===== src/rtl/bw_pixel_packer.sv =====
// Thresholds luma sums to black/white pixels, packs 8 pixels per byte (MSB first)
// and hands bytes out on a valid/ready stream with end-of-frame marking.
module bw_pixel_packer #(
    parameter int unsigned IMG_W = 128,
    parameter int unsigned IMG_H = 128
) (
    input  logic        clk,
    input  logic        rst_n,
    input  logic        in_valid,
    output logic        in_ready,
    input  logic [14:0] in_luma_sum,
    input  logic [7:0]  threshold,
    output logic        out_valid,
    input  logic        out_ready,
    output logic [7:0]  out_byte,
    output logic        out_last,
    output logic        frame_done
);

    localparam int unsigned PIX_TOTAL = IMG_W * IMG_H;
    localparam int unsigned CNT_W     = (PIX_TOTAL > 1) ? $clog2(PIX_TOTAL) : 1;
    localparam logic [CNT_W-1:0] LAST_PIX = CNT_W'(PIX_TOTAL - 1);

    typedef enum logic [1:0] {
        IDLE   = 2'd0,
        ACTIVE = 2'd1,
        DRAIN  = 2'd2
    } state_t;

    state_t           state;
    state_t           state_next;
    logic [CNT_W-1:0] pix_cnt;
    logic [2:0]       bit_cnt;
    logic [7:0]       pack_reg;
    logic [7:0]       pack_next;
    logic [7:0]       thr_lat;
    logic [7:0]       thr_eff;
    logic [7:0]       gray;
    logic             bw;
    logic             accept;
    logic             drain;
    logic             last_pix;
    logic             byte_done;
    logic             unused_lsbs;

    // Low luma bits are dropped by the truncating divide-by-128.
    assign unused_lsbs = ^in_luma_sum[6:0];

    // Handshake: never accept while a byte would be stranded or the frame is draining.
    assign in_ready  = rst_n && (state != DRAIN) && (!out_valid || out_ready);
    assign accept    = in_valid && in_ready;
    assign drain     = out_valid && out_ready;
    assign last_pix  = (pix_cnt == LAST_PIX);
    assign byte_done = accept && (bit_cnt == 3'd7);

    // Threshold is live for the first pixel, frozen for the rest of the frame.
    assign gray    = in_luma_sum[14:7];
    assign thr_eff = (state == IDLE) ? threshold : thr_lat;
    assign bw      = (gray >= thr_eff);

    // Insert the new bit at its MSB-first position; a fresh byte starts from zero.
    always_comb begin
        pack_next = (bit_cnt == 3'd0) ? 8'h00 : pack_reg;
        pack_next[3'd7 - bit_cnt] = bw;
    end

    // State register.
    always_ff @(posedge clk) begin
        if (!rst_n) begin
            state <= IDLE;
        end else begin
            state <= state_next;
        end
    end

    // Frame sequencing: IDLE until first pixel, ACTIVE until last, DRAIN until last byte leaves.
    always_comb begin
        state_next = state;
        case (state)
            IDLE: begin
                if (accept) begin
                    state_next = last_pix ? DRAIN : ACTIVE;
                end
            end
            ACTIVE: begin
                if (accept && last_pix) begin
                    state_next = DRAIN;
                end
            end
            DRAIN: begin
                if (drain && out_last) begin
                    state_next = IDLE;
                end
            end
            default: state_next = IDLE;
        endcase
    end

    // Counters, packing register, threshold latch and the output byte holding register.
    always_ff @(posedge clk) begin
        if (!rst_n) begin
            pix_cnt    <= '0;
            bit_cnt    <= 3'd0;
            pack_reg   <= 8'h00;
            thr_lat    <= 8'h00;
            out_valid  <= 1'b0;
            out_byte   <= 8'h00;
            out_last   <= 1'b0;
            frame_done <= 1'b0;
        end else begin
            frame_done <= drain && out_last;
            if (accept) begin
                pack_reg <= pack_next;
                bit_cnt  <= bit_cnt + 3'd1;
                pix_cnt  <= last_pix ? '0 : pix_cnt + CNT_W'(1);
                if (state == IDLE) begin
                    thr_lat <= threshold;
                end
            end
            if (byte_done) begin
                out_byte  <= pack_next;
                out_valid <= 1'b1;
                out_last  <= last_pix;
            end else if (drain) begin
                out_valid <= 1'b0;
                out_last  <= 1'b0;
            end
        end
    end

endmodule


===== config.mk =====
export PLATFORM = sky130hd
export DESIGN_NAME = bw_pixel_packer
export DESIGN_NICKNAME = d
export VERILOG_FILES = /design/src/rtl/bw_pixel_packer.sv
export SDC_FILE = /design/constraint.sdc
export NUM_CORES = 1
export LEC_CHECK = 0
export CAP_MARGIN = 15
export CELL_PAD_IN_SITES_DETAIL_PLACEMENT = 0
export CELL_PAD_IN_SITES_GLOBAL_PLACEMENT = 1
export CORE_AREA = 2 2 103 105
export DETAILED_ROUTE_END_ITERATION = 6
export DIE_AREA = 0 0 105 107
export PLACE_DENSITY_LB_ADDON = 0.1
export SYNTH_ARGS = -nofsm -noshare
export SYNTH_HDL_FRONTEND = slang
export SYNTH_SLANG_ARGS = --single-unit

===== constraint.sdc =====
create_clock -name clk -period 7.1 [get_ports clk]
set_clock_uncertainty 0.15 [all_clocks]
set_input_delay 0.71 -clock clk [delete_from_list [all_inputs] [get_ports clk]]
set_output_delay 0.71 -clock clk [all_outputs]
set_load 0.05 [all_outputs]

==> summary.md <==
| Metric | Value |
|---|---|
| Status | `completed` |
| P_sw | `approximately 140 uW` |
| Mapped Nets | `roughly 320` |
| Max FO, Critical Path | `31` |
| Post-synth ARST share | `0` |
| Final setup vio count | `0` |
| Largest Register | `pix_cnt` |
| Synth Flop Type | `dfxtp_1` |
| Critical-path cell list | `clkdlybuf4s50_1 > buf_4 > inv_1 > nor3_1 > clkdlybuf4s50_1` |
| Clock power frac | `0.373` |
| Antenna-violating nets left | `0` |
| Fin crit period | `around 3.9 ns` |
| LEAKAGE | `just under 1 nW` |
| Min-delay worst type | `flip-flop to flip-flop` |
| Sequential share of power | `0.494` |
| Fillers | `about 1100` |
| Vias/cell | `~4.8` |
| Synth cell types | `50` |
| Pint | `around 400 uW` |
| Setup CP Type | `primary input to output port` |
| Clock latency on the worst-skew pair | `about 0.30 ns` |
| Tot Pwr | `between 500 and 600 uW` |
| Top cells by area, synth | `dfxtp_1 37%, ha_1 6.1%, nor2_1 4.6%` |
| Synth Cell Area | `between 0.002 and 0.0025 mm2` |
| Placer Congestion | `0.6836` |
| IO Pins | `39` |
| Die area | `roughly 0.011 mm2` |
| I/O Buffers | `31` |
| Largest net degree at the start of global routing | `32` |
| First-pass GRT wire length | `10140 um` |
| Max FFs per register | `14` |
| Crit path DAT | `3.06 ns` |
| Share of cells above drive strength 1 | `0.08197` |
| Reg area | `slightly above 900 um2` |
| Remaining DRCs | `0` |
| Number of buffers created by CTS | `5` |
| Number of max-cap violations | `0` |
| Post-CTS Setup Inserts | `0` |
| Yosys top cell area share | `0.3747` |
| Register bit count reported by yosys | `46` |
| Sequential fraction of the synthesis area | `0.3747` |
| Avg Inst Size Synth | `8.776 um2` |
| Via count | `between 2000 and 2500` |
| Die Width | `around 110 um` |
| Initial antenna violation count | `0` |
| Net Sw Frac | `0.2663` |
| Unrepaired setup endpoints after global routing | `no` |
| Setup TNS Final | `0 ns` |
| Synth-to-Final Area Change | `20.21%` |
| Gr usage total | `0.1121` |
| Synth warn | `0` |
| Worst slew pin tran | `between 0.9 and 1 ns` |
| Total Routed Length | `slightly above 6000 um` |
| CTS H-tree depth | `2` |
| CP endpoint kind | `output port` |
| EDFF count, synth | `0` |
| Fin util | `0.2927` |
| DIE HEIGHT | `approximately 110 um` |
| Initial Util | `0.2435` |
| Routed wire per std cell | `roughly 14 um` |
| Core ar. | `slightly above 0.01 mm2` |
| Tcrit/Tclk final | `0.5515` |
| Mapped Cells | `280` |
| Critical path's largest stage delay | `0.84 ns` |
| Post-CTS sizing | `0` |
| Crit path launch type | `primary input` |
| Total congestion overflow | `0` |
| CP delay by family, top | `buffers and inverters` |
| Core Rows | `37` |
| Clock transition at the registers of the reported paths | `approximately 0.09 ns` |
| Cell with the largest stage delay on the worst path | `clkdlybuf4s50_1` |
| Starting DRT DRC Count | `75` |
| CTS Hold Bufs | `0` |
| Clock buffer depth | `2` |
| Dominant cell type by area after synthesis | `dfxtp_1` |
| Hpwl dp | `slightly above 4000 um` |
| Number of nets in the layout | `343` |
| Number of global-route vias before repair | `between 1500 and 2000` |
| Combinational power share | `0.134` |
| CP most frequent cell | `clkdlybuf4s50_1` |
| Critical Path RT | `~6.2 ns` |
| Clk sinks | `46` |
| Area of the multi-input gates | `0.001398 mm2` |
| Hold Slack | `between 0.3 and 0.4 ns` |
| CTS tree | `done` |
| Ant. Diodes | `0` |
| Achievable Freq | `between 200 and 300 MHz` |
| Most frequent cells in the layout | `46 x dfxtp_1, 31 x clkdlybuf4s50_1, 30 x nor2_1, 21 x nand2_1, 20 x a21oi_1` |
| PwrDens | `~180 mW/mm2` |
| Rel. slew slack | `0.3339` |
| Final Hold Violating Endpoints | `0` |
| Clock Tree Root | `clkbuf_8` |
| CP Buf/Inv Count | `4` |
| Drt pass-1 iters | `4` |
| VDD IR-drop max | `0.0001358 V` |
| Most common cell after layout, fill and taps aside | `dfxtp_1` |
| Pins Over Slew Limit | `0` |
## through the flow
| stage | area [um2] | worst slack (ns) | cells |
|---|---|---|---|
| after floorplan | 2457 | 4.015 | 280 |
| after global placement | 2844 | 3.121 | 433 |
| after detailed placement | 2844 | 3.139 | 433 |
| after CTS | 2954 | 3.137 | 441 |
| after global routing | 2954 | 2.991 | 441 |
| final | 2954 | 3.184 | 441 |
## power groups by stage
stage / registers [mW] / clock network [mW] / logic [mW]
after floorplan: 0.272 / 0 / 0.0497
after global placement: 0.274 / 0 / 0.0739
after detailed placement: 0.274 / 0 / 0.0733
after CTS: 0.269 / 0.214 / 0.0738
after global routing: 0.270 / 0.222 / 0.0812
final: 0.268 / 0.203 / 0.0726
## cell usage after synthesis, types with 2 or more instances
master / instances
a211oi_1: 6
a211oi_2: 2
a21oi_1: 20
a31oi_1: 9
and4_4: 2
buf_4: 3
buf_6: 4
clkbuf_1: 7
dfxtp_1: 46
ha_1: 12
inv_1: 6
mux2i_1: 7
nand2_1: 21
nand3_1: 9
nand4_1: 7
nand4b_1: 2
nor2_1: 30
nor2b_1: 7
nor3_1: 2
o2111ai_1: 3
o211ai_1: 8
o21ai_0: 11
o21bai_1: 4
o22ai_1: 11
o31ai_1: 5
o41ai_1: 2
or2b_2: 2
or3_1: 4
or4_1: 4
xnor2_1: 4
## final timing paths
path,to,slack (ns),depth (start not counted),startpoint
max,in_ready,3.18,5,rst_n
min,thr_lat[0],0.31,2,thr_lat[0]
max reg2reg,pack_reg[1],4.42,8,state[1]
min reg2reg,thr_lat[0],0.31,2,thr_lat[0]
## metal layers
layer  global-route usage  vias up  share of wire
met4              0.03429        0          0.013
met5                    0        -              0
li1                     -     1098              -
met2               0.1596       50           0.41
met1               0.1670      956           0.53
met3              0.02432        5          0.049
## cells by family (layout without fill, tap and decap cells)
kind of cell    count (synthesis)  after routing  synth area share
fa+ha+maj                      12             12           0.06110
buf+inv                        23             48           0.05651
xor+xnor                        5              5           0.01782
flops                          46             46            0.3747
compound gates                 85             85            0.2261
mux                             8              8           0.03310
simple gates                  101            101            0.2307
## final cells by class
cell class                 instances  area share
tap                              136     0.05760
timing repair buffer              34      0.1127
clock inverter                     2     0.01271
sequential                        46      0.3117
multi-input combinational        211      0.4731
clock buffer                       6     0.02457
inverter                           6    0.007624
## worst min-delay path, delay by kind of cell (launching register included)
kind             cells  cell delay, ns
AO/OA/AOI/OAI        1            0.05
flip-flops           1            0.32
AND/OR/NAND/NOR      1            0.05
Power figures use the tool's default switching activity.
